**config.mk**
```make
export PLATFORM = sky130hd
export DESIGN_NAME = pipe_scheduler_flat
export DESIGN_NICKNAME = d
export VERILOG_FILES = /design/src/rtl/flappy_pkg.sv /design/src/rtl/pipe_scheduler_if.sv /design/src/rtl/lfsr16.sv /design/src/rtl/pipe_scheduler.sv /design/src/flat_wrapper.sv
export SDC_FILE = /design/constraint.sdc
export NUM_CORES = 1
export LEC_CHECK = 0
export BUFFER_PORTS_ARGS = -buffer_cell sky130_fd_sc_hd__buf_2
export CAP_MARGIN = 25
export CORE_ASPECT_RATIO = 0.9
export CORE_MARGIN = 2
export CORE_UTILIZATION = 45
export CTS_CLUSTER_DIAMETER = 30
export DETAILED_ROUTE_END_ITERATION = 10
export GPL_TIMING_DRIVEN = 1
export PLACE_DENSITY = 0.71
export SETUP_SLACK_MARGIN = 0.2
export SLEW_MARGIN = 20
export SYNTH_ARGS = -nofsm -noshare
export SYNTH_HDL_FRONTEND = slang
export SYNTH_SLANG_ARGS = --single-unit
```
**constraint.sdc**
```tcl
create_clock -name Clk -period 5.75 [get_ports Clk]
set_clock_uncertainty 0.15 [all_clocks]
set_input_delay 1.4375 -clock Clk [delete_from_list [all_inputs] [get_ports Clk]]
set_output_delay 1.4375 -clock Clk [all_outputs]
set_load 0.01 [all_outputs]
```
**src/rtl/flappy_pkg.sv**
```systemverilog
// Shared types and constants for the pipe field and game sequencing.
// Holds the game state encoding, screen geometry and parameter defaults.
package flappy_pkg;

  typedef enum logic [1:0] {
    IDLE  = 2'd0,
    RUN   = 2'd1,
    DYING = 2'd2,
    OVER  = 2'd3
  } game_state_t;

  localparam int NUM_PIPES = 4;
  localparam int SCREEN_W  = 640;
  localparam int SCREEN_H  = 480;

  localparam int PIPE_W_D       = 24;
  localparam int GAP_HALF_D     = 50;
  localparam int SPACING_D      = 160;
  localparam int SPEED_D        = 2;
  localparam int GAP_MIN_D      = 120;
  localparam int GAP_RANGE_D    = 240;
  localparam int GROUND_Y_D     = SCREEN_H - 5;
  localparam int DYING_FRAMES_D = 60;
  localparam logic [15:0] LFSR_SEED_D = 16'hACE1;

  // Pipes start just off the right edge, evenly spaced.
  function automatic logic [NUM_PIPES-1:0][12:0] pipe_home(
    input int pw,
    input int sp
  );
    logic [NUM_PIPES-1:0][12:0] x;
    for (int i = 0; i < NUM_PIPES; i++) begin
      x[i] = 13'(SCREEN_W + pw + i * sp);
    end
    return x;
  endfunction

  // Two-digit BCD increment, saturating at 99.
  function automatic logic [7:0] bcd_inc(input logic [7:0] s);
    logic [7:0] r;
    if (s == 8'h99) begin
      r = s;
    end else if (s[3:0] == 4'd9) begin
      r = {s[7:4] + 4'd1, 4'd0};
    end else begin
      r = {s[7:4], s[3:0] + 4'd1};
    end
    return r;
  endfunction

endpackage

```
**src/rtl/pipe_scheduler_if.sv**
```systemverilog
// Bird inputs and pipe/score outputs between game logic and the mapper.
// master drives the bird and timing, slave is the scheduler.
interface pipe_scheduler_if;
  import flappy_pkg::*;

  logic        frame_tick;
  logic        start;
  logic [9:0]  BirdX;
  logic [9:0]  BirdY;
  logic [9:0]  Bird_size;

  logic [NUM_PIPES-1:0][12:0] pipeX;
  logic [NUM_PIPES-1:0][12:0] pipeWidth;
  logic [NUM_PIPES-1:0][12:0] pipeGapSize;
  logic [NUM_PIPES-1:0][12:0] pipeGapLocation;
  logic [7:0]  score;
  game_state_t game_state;
  logic        game_over;

  modport master (
    output frame_tick, start, BirdX, BirdY, Bird_size,
    input  pipeX, pipeWidth, pipeGapSize, pipeGapLocation,
    input  score, game_state, game_over
  );

  modport slave (
    input  frame_tick, start, BirdX, BirdY, Bird_size,
    output pipeX, pipeWidth, pipeGapSize, pipeGapLocation,
    output score, game_state, game_over
  );

endinterface

```
**src/rtl/lfsr16.sv**
```systemverilog
// Free-running 16-bit Fibonacci LFSR, taps 16,14,13,11.
// Source of pseudo-random gap centres for recycled pipes.
module lfsr16 #(
  parameter logic [15:0] SEED = 16'hACE1
) (
  input  logic        Clk,
  input  logic        Reset,
  output logic [15:0] q
);

  logic [15:0] q_q;

  // Shift left one place every cycle, feedback into bit 0.
  always_ff @(posedge Clk or posedge Reset) begin
    if (Reset) begin
      q_q <= SEED;
    end else begin
      q_q <= {q_q[14:0], q_q[15] ^ q_q[13] ^ q_q[12] ^ q_q[10]};
    end
  end

  assign q = q_q;

endmodule

```
**src/rtl/pipe_scheduler.sv**
```systemverilog
// Scrolls and recycles the pipe field, keeps BCD score, detects
// collisions and sequences IDLE/RUN/DYING/OVER.
module pipe_scheduler
  import flappy_pkg::*;
#(
  parameter int PIPE_W       = PIPE_W_D,
  parameter int GAP_HALF     = GAP_HALF_D,
  parameter int SPACING      = SPACING_D,
  parameter int SPEED        = SPEED_D,
  parameter int GAP_MIN      = GAP_MIN_D,
  parameter int GAP_RANGE    = GAP_RANGE_D,
  parameter int GROUND_Y     = GROUND_Y_D,
  parameter int DYING_FRAMES = DYING_FRAMES_D,
  parameter logic [15:0] LFSR_SEED = LFSR_SEED_D
) (
  input logic Clk,
  input logic Reset,
  pipe_scheduler_if.slave bus
);

  localparam logic [12:0] PW  = 13'(PIPE_W);
  localparam logic [12:0] GH  = 13'(GAP_HALF);
  localparam logic [12:0] SPC = 13'(SPACING);
  localparam logic [12:0] SP  = 13'(SPEED);
  localparam logic [12:0] GY  = 13'(GROUND_Y);
  localparam int CW = $clog2(DYING_FRAMES + 1);
  localparam logic [NUM_PIPES-1:0][12:0] X_HOME =
    pipe_home(PIPE_W, SPACING);
  localparam logic [NUM_PIPES-1:0][12:0] G_HOME =
    {NUM_PIPES{13'(SCREEN_H / 2)}};

  logic [15:0] lfsr_q;
  logic        lfsr_unused;

  lfsr16 #(.SEED(LFSR_SEED)) u_lfsr (
    .Clk   (Clk),
    .Reset (Reset),
    .q     (lfsr_q)
  );

  assign lfsr_unused = ^lfsr_q[15:8];

  logic [NUM_PIPES-1:0][12:0] px_q, px_d;
  logic [NUM_PIPES-1:0][12:0] gp_q, gp_d;
  game_state_t st_q;
  logic [7:0]  score_q;
  logic        over_q;
  logic [CW-1:0] cnt_q;

  logic [12:0] bx, by, bs;
  logic [7:0]  r;
  logic [12:0] new_gap;
  logic [NUM_PIPES-1:0] hit, pass, rec;
  logic        crash, scored;

  assign bx = {3'b000, bus.BirdX};
  assign by = {3'b000, bus.BirdY};
  assign bs = {3'b000, bus.Bird_size};

  assign r = lfsr_q[7:0];
  assign new_gap = 13'(GAP_MIN) + ((r >= 8'(GAP_RANGE))
                 ? {5'b0, r - 8'(GAP_RANGE)} : {5'b0, r});

  for (genvar i = 0; i < NUM_PIPES; i++) begin : g_pipe
    localparam int P = (i + NUM_PIPES - 1) % NUM_PIPES;
    logic x_ovl, y_out;
    assign x_ovl = (bx + bs > px_q[i] - PW)
                && (bx - bs < px_q[i] + PW);
    assign y_out = (by - bs < gp_q[i] - GH)
                || (by + bs > gp_q[i] + GH);
    assign hit[i]  = x_ovl && y_out;
    assign pass[i] = (px_q[i] + PW >= bx)
                  && (px_q[i] + PW - SP < bx);
    assign rec[i]  = px_q[i] < PW + SP;
    assign px_d[i] = rec[i] ? px_q[P] + SPC - SP
                            : px_q[i] - SP;
    assign gp_d[i] = rec[i] ? new_gap : gp_q[i];
  end

  assign crash  = (by + bs >= GY) || (|hit);
  assign scored = |pass;

  // Game FSM; pipes, score and flags are all registered here.
  always_ff @(posedge Clk or posedge Reset) begin
    if (Reset) begin
      st_q    <= IDLE;
      score_q <= 8'h00;
      over_q  <= 1'b0;
      cnt_q   <= '0;
      px_q    <= X_HOME;
      gp_q    <= G_HOME;
    end else begin
      unique case (st_q)
        IDLE: begin
          if (bus.start) begin
            st_q    <= RUN;
            score_q <= 8'h00;
          end
        end
        RUN: begin
          if (bus.frame_tick) begin
            if (crash) begin
              st_q  <= DYING;
              cnt_q <= '0;
            end else begin
              px_q <= px_d;
              gp_q <= gp_d;
              if (scored) score_q <= bcd_inc(score_q);
            end
          end
        end
        DYING: begin
          if (bus.frame_tick) begin
            if (cnt_q == CW'(DYING_FRAMES - 1)) begin
              st_q   <= OVER;
              over_q <= 1'b1;
            end else begin
              cnt_q <= cnt_q + CW'(1);
            end
          end
        end
        OVER: begin
          if (bus.start) begin
            st_q   <= IDLE;
            over_q <= 1'b0;
            px_q   <= X_HOME;
            gp_q   <= G_HOME;
          end
        end
        default: st_q <= IDLE;
      endcase
    end
  end

  assign bus.pipeX           = px_q;
  assign bus.pipeGapLocation = gp_q;
  assign bus.pipeWidth       = {NUM_PIPES{PW}};
  assign bus.pipeGapSize     = {NUM_PIPES{GH}};
  assign bus.score           = score_q;
  assign bus.game_state      = st_q;
  assign bus.game_over       = over_q;

endmodule

```
**src/flat_wrapper.sv**
```systemverilog
// flat-port wrapper written by rule: the top's interface ports become plain ports
module pipe_scheduler_flat import flappy_pkg::*;
#(
  parameter int PIPE_W       = PIPE_W_D,
  parameter int GAP_HALF     = GAP_HALF_D,
  parameter int SPACING      = SPACING_D,
  parameter int SPEED        = SPEED_D,
  parameter int GAP_MIN      = GAP_MIN_D,
  parameter int GAP_RANGE    = GAP_RANGE_D,
  parameter int GROUND_Y     = GROUND_Y_D,
  parameter int DYING_FRAMES = DYING_FRAMES_D,
  parameter logic [15:0] LFSR_SEED = LFSR_SEED_D
)
  (Clk, Reset, bus_frame_tick, bus_start, bus_BirdX, bus_BirdY, bus_Bird_size, bus_pipeX, bus_pipeWidth, bus_pipeGapSize, bus_pipeGapLocation, bus_score, bus_game_state, bus_game_over);
  pipe_scheduler_if bus_i ();
  input logic Clk;
  input logic Reset;
  input wire logic [$bits(bus_i.frame_tick)-1:0] bus_frame_tick;
  input wire logic [$bits(bus_i.start)-1:0] bus_start;
  input wire logic [$bits(bus_i.BirdX)-1:0] bus_BirdX;
  input wire logic [$bits(bus_i.BirdY)-1:0] bus_BirdY;
  input wire logic [$bits(bus_i.Bird_size)-1:0] bus_Bird_size;
  output wire logic [$bits(bus_i.pipeX)-1:0] bus_pipeX;
  output wire logic [$bits(bus_i.pipeWidth)-1:0] bus_pipeWidth;
  output wire logic [$bits(bus_i.pipeGapSize)-1:0] bus_pipeGapSize;
  output wire logic [$bits(bus_i.pipeGapLocation)-1:0] bus_pipeGapLocation;
  output wire logic [$bits(bus_i.score)-1:0] bus_score;
  output wire logic [$bits(bus_i.game_state)-1:0] bus_game_state;
  output wire logic [$bits(bus_i.game_over)-1:0] bus_game_over;
  assign bus_i.frame_tick = bus_frame_tick;
  assign bus_i.start = bus_start;
  assign bus_i.BirdX = bus_BirdX;
  assign bus_i.BirdY = bus_BirdY;
  assign bus_i.Bird_size = bus_Bird_size;
  assign bus_pipeX = bus_i.pipeX;
  assign bus_pipeWidth = bus_i.pipeWidth;
  assign bus_pipeGapSize = bus_i.pipeGapSize;
  assign bus_pipeGapLocation = bus_i.pipeGapLocation;
  assign bus_score = bus_i.score;
  assign bus_game_state = bus_i.game_state;
  assign bus_game_over = bus_i.game_over;
  pipe_scheduler #(.PIPE_W(PIPE_W), .GAP_HALF(GAP_HALF), .SPACING(SPACING), .SPEED(SPEED), .GAP_MIN(GAP_MIN), .GAP_RANGE(GAP_RANGE), .GROUND_Y(GROUND_Y), .DYING_FRAMES(DYING_FRAMES), .LFSR_SEED(LFSR_SEED)) u_core (.Clk(Clk), .Reset(Reset), .bus(bus_i));
endmodule
```
; Word level (Yosys, flattened, before mapping)
; Cells that the tools add are included.
[totals]
ff_bits = 137
inputBits = 34
out_inout_bits = 219
wordCells = 183
[op_classes]
n_addsub = 41
order_cmp = 30
eq_ne = 21
mux = 40
n_bitwise = 3
n_reduce_logical = 34
[ops]
columns = operator, count
row1 = 2-to-1 mux 52 bit, 6
row2 = case mux 52 bit (2 select lines), 2
row3 = subtractor 13 x 2 -> 13 bit (second input constant), 12
row4 = > comparator 13 bit, 8
row5 = < comparator 13 bit, 8
row6 = 2-to-1 mux 13 bit, 8
row7 = 2-to-1 mux 8 bit, 7
row8 = adder 13 x 5 -> 13 bit (second input constant), 4
row9 = adder 13 x 6 -> 13 bit (second input constant), 4
row10 = adder 13 x 8 -> 13 bit (second input constant), 4
row11 = >= comparator 13 x 10 -> 1 bit, 4
row12 = < comparator 13 x 10 -> 1 bit, 4
row13 = < comparator 13 x 5 -> 1 bit (second input constant), 4
row14 = subtractor 13 x 5 -> 13 bit (second input constant), 4
row15 = subtractor 13 x 6 -> 13 bit (second input constant), 4
row16 = AND reduction 5 bit, 5
row17 = 2-to-1 mux 6 bit, 4
row18 = adder 10 x 10 -> 11 bit, 2
row19 = subtractor 10 x 10 -> 11 bit, 2
row20 = != test 2 x 1 -> 1 bit (second input constant), 8
row21 = case mux 8 bit (2 select lines), 1
row22 = != test 2 bit (second input constant), 7
row23 = adder 7 x 13 -> 13 bit (first input constant), 1
row24 = >= comparator 13 x 9 -> 1 bit (second input constant), 1
row25 = other kinds (23), 55

; Longest topological paths before layout
[depth]
ltp_word = 9
ltp_mapped = 27
mapped_depth_nobuf = 25

; Modules after synthesis
; Synthesis repeated with hierarchy kept, for this count alone.
[hier_totals]
cells_unflattened = 2276
hier_area_um2 = 18283.8
[modules_own_cells]
columns = module, n_inst, cells_each, area_each_um2, seq_area_each_um2
row1 = pipe_scheduler, 1, 2256, 17843.4, 2672.6
row2 = lfsr16, 1, 20, 440.4, 410.4

; Least setup slack after synthesis
; No wires, ideal clock.
[synth_path]
path_type = input to register
startpoint = input port bus_BirdX[0]
endpoint = register u_core.px_q, in the netlist u_core.bus.pipeX[48]
setup_ps = 96
t_arrival_ps = 6221
t_required_ps = 5504
setup_slack_ps = -717
cell_stages = 27
n_path_buf = 2
path_cell_list = inv_1 ha_1 inv_1 fa_1 nand2_1 nand2_1 a21oi_1 o21bai_1 a21oi_1 o21bai_1 a21oi_1 o21bai_1 a21oi_1 ha_1 a21o_1 a21o_1 a21oi_1 o21ai_0 a211oi_1 o41ai_1 a311oi_1 a22oi_4 a31oi_4 clkbuf_1 clkbuf_1 nand2_1 o31ai_1
[synth_between]
elab_chain_len = 8
[synth_rtl]
columns = item, line_no
row1 = start: declaration, flat_wrapper.sv:20  ; input wire logic [$bits(bus_i.BirdX)-1:0] bus_BirdX;
row2 = adder 10 x 10 -> 11 bit / subtractor 10 x 10 -> 11 bit (equally long branches), "pipe_scheduler.sv:67, pipe_scheduler.sv:68"
row3 = > comparator 13 bit / < comparator 13 bit (equally long branches), "pipe_scheduler.sv:67, pipe_scheduler.sv:68"
row4 = logical AND 1 bit, pipe_scheduler.sv:68  ; && (bx - bs < px_q[i] + PW);
row5 = logical AND 1 bit, pipe_scheduler.sv:71  ; assign hit[i] = x_ovl && y_out;
row6 = OR reduction 4 bit *, pipe_scheduler.sv:80  ; assign crash = (by + bs >= GY) || (|hit);
row7 = logical OR 1 bit *, pipe_scheduler.sv:80
row8 = != test 2 bit (no source line) *, --
row9 = AND reduction 4 bit (no source line) *, --
row10 = end signal: assignment, pipe_scheduler.sv:106  ; px_q <= px_d;
row11 = end: declaration, pipe_scheduler.sv:43  ; logic [NUM_PIPES-1:0][12:0] px_q, px_d;
; Every way passes the cells marked *; elsewhere a longest branch is shown, timed or not.
; A chain may end at the register's enable or synchronous reset.

; Worst setup path after layout
[layout_path]
startpoint = input port bus_Bird_size[1]
endpoint = register u_core.px_q, in the netlist u_core.bus.pipeX[18]
[layout_between]
elab_chain_len = 8
[layout_rtl]
columns = item, line_no
row1 = start: declaration, flat_wrapper.sv:22  ; input wire logic [$bits(bus_i.Bird_size)-1:0] bus_Bird_size;
row2 = adder 10 x 10 -> 11 bit (tied with other cells), pipe_scheduler.sv:67  ; assign x_ovl = (bx + bs > px_q[i] - PW)
row3 = > comparator 13 bit (tied with other cells), pipe_scheduler.sv:67
row4 = logical AND 1 bit / logical OR 1 bit (equally long branches), "pipe_scheduler.sv:68, pipe_scheduler.sv:70"
row5 = logical AND 1 bit, pipe_scheduler.sv:71
row6 = OR reduction 4 bit, pipe_scheduler.sv:80
row7 = logical OR 1 bit *, pipe_scheduler.sv:80
row8 = != test 2 bit (no source line) *, --
row9 = AND reduction 4 bit (no source line) *, --
; Marks and branches as above.

==> metrics.md <==
| Metric | Value |
|---|---|
| Area Overhead vs Synth | 21.9% |
| Max VDD drop | 0.260 mV |
| Core box area | 0.0406 mm^2 |
| Area contributors post-synth | ha_1, dfrtp_1, xnor2_1 |
| Via count | 19000 |
| Share of cells above drive strength 1 | 0.227 |
| Sw frac | 0.522 |
| Die area | 0.0427 mm^2 |
| Avg Vias per Cell | 6.04 |
| Comb power frac | 0.701 |
| Root Buffer | clkbuf_16 |
| Post-route minimum period | 5.84 ns |
| Port bufs | 132 |
| Starting Density | 0.456 |
| Synth warn | 0 |
| Wire per inst | 21.6 um |
| Setup CP Type | primary input to flop |
| Most frequent cells in the layout | ha_1, buf_4, nor2_1, nand2_1, xnor2_1 |
| DRC viols | 0 |
| Initial antenna violation count | 1 |
| Tot GR Track Use | 0.305 |
| FF+latch count, synth | 121 |
| Final hold slack | 0.208 ns |
| Worst Tran Pin Value | 0.985 ns |
| Register clock-pin slew on the reported worst setup and hold paths | 0.07 ns |
| Reg power frac | 0.184 |
| Worst Setup End Kind | flop |
| DIE HEIGHT | 196 um |
| Syn avg cell area | 7.99 um^2 |
| Detailed router's first-iteration violation count | 2057 |
| Largest family of logic cells by synthesized area | adder cells |
| Fin. max-slew vios | 0 |
| Final worst setup slack | -0.0940 ns |
| Overflow after GRT | 0 |
| Setup TNS | -1.73 ns |
| Width of the die | 218 um |
| Pint | 4.55 mW |
| Period utilisation layout | 1.02 |
| Worst skew pair latency | 0.44 ns |
| Mapped Area | 0.0185 mm^2 |
| Total power | 9.52 mW |
| Routed wire length | 67.7 mm |
| First-pass GRT wire length | 102 mm |
| RSZ-0062 raised after global routing | yes |
| Xor and xnor area share after synthesis | 0.0975 |
| Top_reg_cell synth | dfrtp_1 |
| Antenna cells | 0 |
| Max_cap viols | 0 |
| TritonCTS clock tree | done |
| Async S/R FF share, synth | 1.00 |
| Fin. Hold Viols | 0 |
| # fillers | 3634 |
| Routability congestion estimate | 0.990 |
| LEAKAGE | 10.3 nW |
| Slowest-stage cell, CP | a311oi_4 |
| Post-synthesis mux area share | 0.0246 |
| Gate Count Post-Synth | 2313 |
| Post-DP Area | 0.0206 mm^2 |
| Final instance area | 0.0225 mm^2 |
| Initial DRT Pass Iterations | 6 |
| Simple-Gate Fraction of Synth Area | 0.185 |
| Post-layout util | 0.556 |
| Worst EP required | 5.96 ns |
| R2R setup slack | 0.41 ns |
| Fmax | 171 MHz |
| Synth Area in Adders | 0.222 |
| Yosys top cell area share | 0.217 |
| Clock Power Share | 0.115 |
| Yosys cell types | 89 |
| Cells after DPL | 3060 |
| Worst path bufs/invs | 8 |
| Synth area leader | ha_1 |
| Seq/Total Area, Yosys | 0.167 |
| Setup WS pre-CTS | -0.952 ns |
| Status | finished, violations left |
| Setup violators final | 45 |
| Detailed Place HPWL | 51.2 mm |
| Crit path max fanout | 6 |
| Power density cells | 422 mW/mm^2 |
| Crit path max-delay family | compound AO/OA/AOI/OAI gates |
| Number of global-route vias before repair | 17800 |
| Max clock buf depth | 2 |
| FP Rows | 70 |
| H-Tree Depth | 4 |
| Crit path arrival time | 6.06 ns |
| Final net count | 2943 |
| CTS Hold Bufs | 0 |
| Fraction of the mapped netlist area in compound gates | 0.206 |
| Layout Cells excl Fill | 3138 |
| Post-DRT Antenna Nets | 0 |
| Pin count of the biggest net entering global routing | 68 |
| CTS sink cnt | 121 |
| Sw power | 4.97 mW |
| Most common cell after layout, fill and taps aside | ha_1 |
| Worst Hold Class | flop to flop |
| Max stage delay on crit path | 0.36 ns |
| Post-synth EDFFs | 0 |
| Setup crit start kind | primary input |
| Crit-path most repeated cell | buf_4 |
| Slew headroom | 0.339 |
| Failing checks | negative setup slack |
| Io pins | 253 |
| Inserted Clock Buffers | 17 |
[logic make-up after synthesis]
| kind of cell | Yosys count |
|---|---|
| adder cells (fa/ha/maj) | 326 |
| multiplexers | 45 |
| flip-flops | 121 |
| AND/OR/NAND/NOR | 692 |
| other | 2 |
| AO/OA/AOI/OAI | 571 |
| buffers and inverters | 355 |
| XOR/XNOR | 201 |
[final cells by class]
class / count / area, um^2 / share of cell area
repair buffers: 362 / 2760 / 0.122
multi-input cells: 1957 / 14900 / 0.663
inverters: 126 / 484 / 0.0215
flip-flops and latches: 121 / 3080 / 0.137
well taps: 540 / 676 / 0.0300
clock buffers: 17 / 425 / 0.0189
clock inverters: 15 / 173 / 0.00766
[final timing paths]
kind | cells after the start | to | startpoint
worst max-delay path | 28 | u_core.bus.pipeX[18]$_DFFE_PP1P_ | bus_Bird_size[1]
worst max register to register | 15 | u_core.bus.score[5]$_DFFE_PP0P_ | u_core.bus.pipeX[42]$_DFFE_PP1P_
max in group asynchronous | 3 | u_core.bus.score[6]$_DFFE_PP0P_ | Reset
worst min-delay path | 0 | u_core.u_lfsr.q[9]$_DFF_PP0_ | u_core.u_lfsr.q[8]$_DFF_PP0_
worst min register to register | 0 | u_core.u_lfsr.q[9]$_DFF_PP0_ | u_core.u_lfsr.q[8]$_DFF_PP0_
min in group asynchronous | 3 | u_core.bus.score[2]$_DFFE_PP0P_ | Reset
[state kept, by name (all words and copies together), names as in the netlist]
name	flops
u_core.bus.game_over	1
u_core.bus.pipeGapLocation	36
u_core.bus.game_state	2
u_core.cnt_q	6
u_core.bus.score	8
u_core.u_lfsr.q	16
u_core.bus.pipeX	52
[power groups by stage]
stage / logic [mW] / registers [mW] / clock network [mW]
floorplan: 4.26 / 1.36 / 0
global placement: 5.74 / 1.70 / 0
detailed placement: 5.91 / 1.71 / 0
CTS: 6.25 / 1.70 / 1.10
global route: 7.24 / 1.77 / 1.14
finish: 6.67 / 1.75 / 1.09
[cells in the mapped netlist (11+ instances only)]
master	count
a211oi_1	13
ha_1	320
buf_4	123
dfrtp_1	77
o211ai_1	13
o2111ai_1	13
nor3_1	68
o21a_1	35
or3_1	16
dfstp_2	44
mux2i_1	42
nor2_1	180
xnor2_1	140
nand2_1	163
xor2_1	58
a21oi_1	132
and3_1	18
or4_1	13
o21bai_1	22
nand4_1	35
o21ai_0	129
inv_1	126
o22a_1	11
nor2b_1	33
o31ai_1	19
nand2b_1	41
nor4_1	21
clkbuf_1	89
nand3_1	55
a31oi_1	34
a21o_1	38
buf_1	13
[worst reg2reg max path: cells and delay by family, from the launching register on]
family                     cells  cell delay (ns)
DFF                            1             0.72
AOI/OAI and AO/OA              5             1.09
adders and majority gates      2             0.58
xor gates and xnor gates       2             0.53
and+or+nand+nor                5             1.93
buffers and inverters          1             0.25
[metal layers]
layer  global-route usage  vias up  routed length, um
met5                    0        -                 13
met4                0.101        2               1800
met1                0.437     9216              29700
met2                0.472      985              30000
met3               0.0405      133               6210
li1                     -     8629                  -
[timing repair]
item | 4_1_cts | 5_1_grt
endpoints found under the hold margin | 0 | 0
pin swaps | 23 | 42
setup buffers | 23 | 11
gates resized for setup | 85 | 110
gates cloned | 9 | 3
endpoints found under the setup margin | 104 | 104
Power figures use the tool's default switching activity.
